$ cat config.mk
export PLATFORM = sky130hd
export DESIGN_NAME = flopr_skid
export DESIGN_NICKNAME = d
export VERILOG_FILES = /design/src/rtl/flopr_skid.sv
export SDC_FILE = /design/constraint.sdc
export NUM_CORES = 1
export LEC_CHECK = 0
export BUFFER_PORTS_ARGS = -buffer_cell sky130_fd_sc_hd__buf_2
export CORE_MARGIN = 2
export CORE_UTILIZATION = 49
export DETAILED_ROUTE_END_ITERATION = 6
export PLACE_DENSITY = 0.79
export SYNTH_ARGS = -nofsm -noshare
export SYNTH_HDL_FRONTEND = slang
export SYNTH_SLANG_ARGS = --single-unit
$ cat constraint.sdc
create_clock -name clk -period 1.91 [get_ports clk]
set_clock_uncertainty 0.15 [all_clocks]
set_input_delay 0.382 -clock clk [delete_from_list [all_inputs] [get_ports clk]]
set_output_delay 0.382 -clock clk [all_outputs]
set_load 0.02 [all_outputs]
$ cat src/rtl/flopr_skid.sv
// Pipeline register slice with valid/ready handshake and a 2-entry skid buffer.
// in_ready comes straight from state, so a downstream stall never reaches upstream combinationally.
module flopr_skid #(
  parameter int              WIDTH     = 8,
  parameter logic [WIDTH-1:0] RESET_VAL = '0
) (
  input  logic             clk,
  input  logic             reset,
  input  logic             flush,
  input  logic             in_valid,
  output logic             in_ready,
  input  logic [WIDTH-1:0] in_data,
  output logic             out_valid,
  input  logic             out_ready,
  output logic [WIDTH-1:0] out_data,
  output logic [1:0]       occupancy
);

  typedef enum logic [1:0] {
    EMPTY = 2'b00,
    ONE   = 2'b01,
    FULL  = 2'b10
  } state_t;

  state_t           state_q, state_d;
  logic [WIDTH-1:0] main_q, main_d;
  logic [WIDTH-1:0] skid_q, skid_d;
  logic             in_fire, out_fire;

  assign out_valid = (state_q != EMPTY);
  assign in_ready  = (state_q != FULL) && !flush;
  assign out_data  = main_q;
  assign in_fire   = in_valid && in_ready;
  assign out_fire  = out_valid && out_ready;

  always_comb begin
    occupancy = 2'd0;
    case (state_q)
      ONE:     occupancy = 2'd1;
      FULL:    occupancy = 2'd2;
      default: occupancy = 2'd0;
    endcase
  end

  always_comb begin
    state_d = state_q;
    main_d  = main_q;
    skid_d  = skid_q;
    if (flush) begin
      // data registers keep their contents; out_data is don't-care while empty
      state_d = EMPTY;
    end else begin
      case (state_q)
        EMPTY: begin
          if (in_fire) begin
            main_d  = in_data;
            state_d = ONE;
          end
        end
        ONE: begin
          if (in_fire && out_fire) begin
            main_d = in_data;
          end else if (in_fire) begin
            skid_d  = in_data;
            state_d = FULL;
          end else if (out_fire) begin
            state_d = EMPTY;
          end
        end
        FULL: begin
          if (out_fire) begin
            main_d  = skid_q;
            state_d = ONE;
          end
        end
        // unreachable encoding recovers to empty
        default: state_d = EMPTY;
      endcase
    end
  end

  always_ff @(posedge clk) begin
    if (reset) begin
      state_q <= EMPTY;
      main_q  <= RESET_VAL;
      skid_q  <= RESET_VAL;
    end else begin
      state_q <= state_d;
      main_q  <= main_d;
      skid_q  <= skid_d;
    end
  end

endmodule
==> impl_metrics.csv <==
group,metric,value,unit
cts,clk_pin_slew,0.09,ns
sta,fmax,574,MHz
cts,postCtsSetupRepairBufs,0,
synthesis,synth.top_cell.area_share,0.413,
synthesis,synthFlopType,"dfxtp_1",
worst_setup_path,max_stage_delay,0.46,ns
sta,finalSetupViolCount,0,
cells_and_area,layout.nets,130,
cts,clock-sinks,18,
sta,grt_setup_unrepaired,"false",
cts,h-tree-depth,1,
floorplanning,ios,25,
worst_setup_path,critPathRequiredTime,1.38,ns
worst_setup_path,critPathLaunchType,"register",
floorplanning,start_util,0.511,
global_route,track_usage,0.198,
worst_setup_path,path_max_fanout,9,
route,drtIter0Drc,19,
sta,finalCritPeriodShare,0.912,
cts,ctsResizeCount,0,
cts,numCtsBuffers,3,
cells_and_area,synthToLayoutAreaGrowth,17.3,%
cts,cts_tree,"built",
place,placed_cells,137,
route,num_vias,788,
worst_setup_path,reg2reg_depth,3,
place,port_buffers,24,
sta,hold_viol_final,0,
global_route,grt_max_degree,19,
global_route,met1_usage,0.264,
synthesis,syn_nets,106,
cells_and_area,drive_gt1_frac,0.287,
floorplanning,die-area,2140,um^2
route,drtAntennaViolNets,0,
sta,relSlewSlack,0.763,
min_path,min_path_type,"primary input to register",
cts,clock_path_buffers,2,
route,dr.pass1.iters,4,
cts,cts_hold_buf,0,
synthesis,yosysUniqueCellTypes,27,
synthesis,synth-async-reset-ratio,0,
synthesis,yosysWarnings,0,
floorplanning,fp.coreArea,1710,um^2
place,detailed_place_hpwl,1370,um
synthesis,synthCells,93,
sta,fin_crit,1.74,ns
power,powerDensity,704,nW/um^2
route,wl_per_cell,13.5,um
flow_run,drv_cap,0,
min_path,holdPathStages,2,
floorplanning,rows,15,
synthesis,ys_ff_latch,18,
route,drc,0,
cells_and_area,diodes,0,
route,vias_per_cell,5.63,
place,pre_cts_slack,0.236,ns
sta,setup_ws,0.169,ns
cells_and_area,mostFrequentLayoutCells,"buf_2, dfxtp_1, a211oi_1",
synthesis,syn_area,873,um^2
worst_setup_path,slowest_stage,"dfxtp_1",
global_route,grt_pass1_vias,680,
cts,clock-root-buffer,"clkbuf_4",
cells_and_area,fin_cells,140,
power,leakage,0.000467,uW
global_route,antenna_found_initial,0,
cts,clk_latency,0.29,ns
sta,drv_slew,0,
synthesis,syn_area_per_cell,9.39,um^2
floorplanning,die_w,46.2,um
sta,tightest_slew,0.356,ns
floorplanning,die_y,46.2,um
power,power,722,uW
cells_and_area,final_common_cell,"buf_2",
global_route,grt_pass1_wl,2950,um
worst_setup_path,crit_chain,"nand2b_1, inv_1, nor2_1, buf_2",
synthesis,synth_top_area_cell,"dfxtp_1",
worst_setup_path,crit_type,"register to primary output",
synthesis,synthTopCellsByArea,"dfxtp_1, a211oi_1, mux2i_1",
synthesis,synth_edf_count,0,
power,peakVddDrop,0.332,mV
sta,fin_setup_tns,0,ns
route,wl,1890,um
cells_and_area,nFillCells,161,
worst_setup_path,crit_arrival,1.21,ns
global_route,gr-usage-met2,0.294,
global_route,grt_use_met3,0.0471,
status,status,"finished clean",
worst_setup_path,crit_path_end_kind,"primary output",
synthesis,yosysSeqAreaShare,0.413,
place,place.gp.congestion,0.862,
global_route,grt.overflow.total,0,
global_route,busiest_layer,"met2",
[state kept, by name (all words and copies together), names as in the netlist]
register,count
out_data,8
skid_q,8
state_q,2
[kinds of logic (layout without fill, tap and decap cells)]
family,after synthesis,count (layout),share of synthesized area
buf+inv,10,32,0.0602
flops,18,18,0.413
simple gates,20,20,0.145
compound gates,36,36,0.274
mux,9,9,0.109
[per-stage QoR]
| step | cell area [um^2] | hold WS, ns | utilization |
|---|---|---|---|
| after floorplan | 873 | 0.303 | - |
| after global placement | 1000 | 0.309 | 0.587 |
| after detailed placement | 1000 | 0.318 | 0.587 |
| after CTS | 1020 | 0.195 | 0.600 |
| after global routing | 1020 | 0.200 | 0.600 |
| final | 1020 | 0.197 | 0.600 |
[routing by layer]
layer / vias to the layer above / routed length, um
met1: 363 / 883
met3: 4 / 91
met2: 24 / 875
met5: - / 0
li1: 397 / -
met4: 0 / 38
[where the power goes]
group	switching [uW]	leakage, uW	internal [uW]
Clock	108	0.0000138	73.3
Sequential	10.2	0.000147	393
Combinational	82.2	0.000306	54.6
[critical path: cells and delay by family, from the launching register on]
family,cells,cell delay (ns)
buffers and inverters,2,0.22
DFF,1,0.46
and+or+nand+nor,2,0.24
[path summary, 6_finish.rpt]
check	startpoint	to	slack [ns]
setup / recovery	state_q[0]	in_ready	0.17
hold / removal	out_ready	state_q[1]	0.20
setup reg to reg	state_q[1]	out_data[3]	0.33
hold reg to reg	skid_q[2]	skid_q[2]	0.33
[layout make-up]
cell class / instances / area [um^2] / area share
clock buffer: 3 / 22.5 / 0.0220
inverter: 2 / 7.51 / 0.00733
multi-input combinational: 65 / 460 / 0.449
sequential: 18 / 360 / 0.352
tap: 25 / 31.3 / 0.0305
timing repair buffer: 27 / 143 / 0.139
[cells in the mapped netlist (all sizes together) (2+ instances only)]
library cell and number:
clkbuf 3, a211oi 17, nor2 2, inv 2, o21ai 8, buf 5
a21o 2, mux2i 8, nand2b 2, a21oi 8, dfxtp 18, nand3 8
Note: power is estimated with default switching activity, not from simulation.
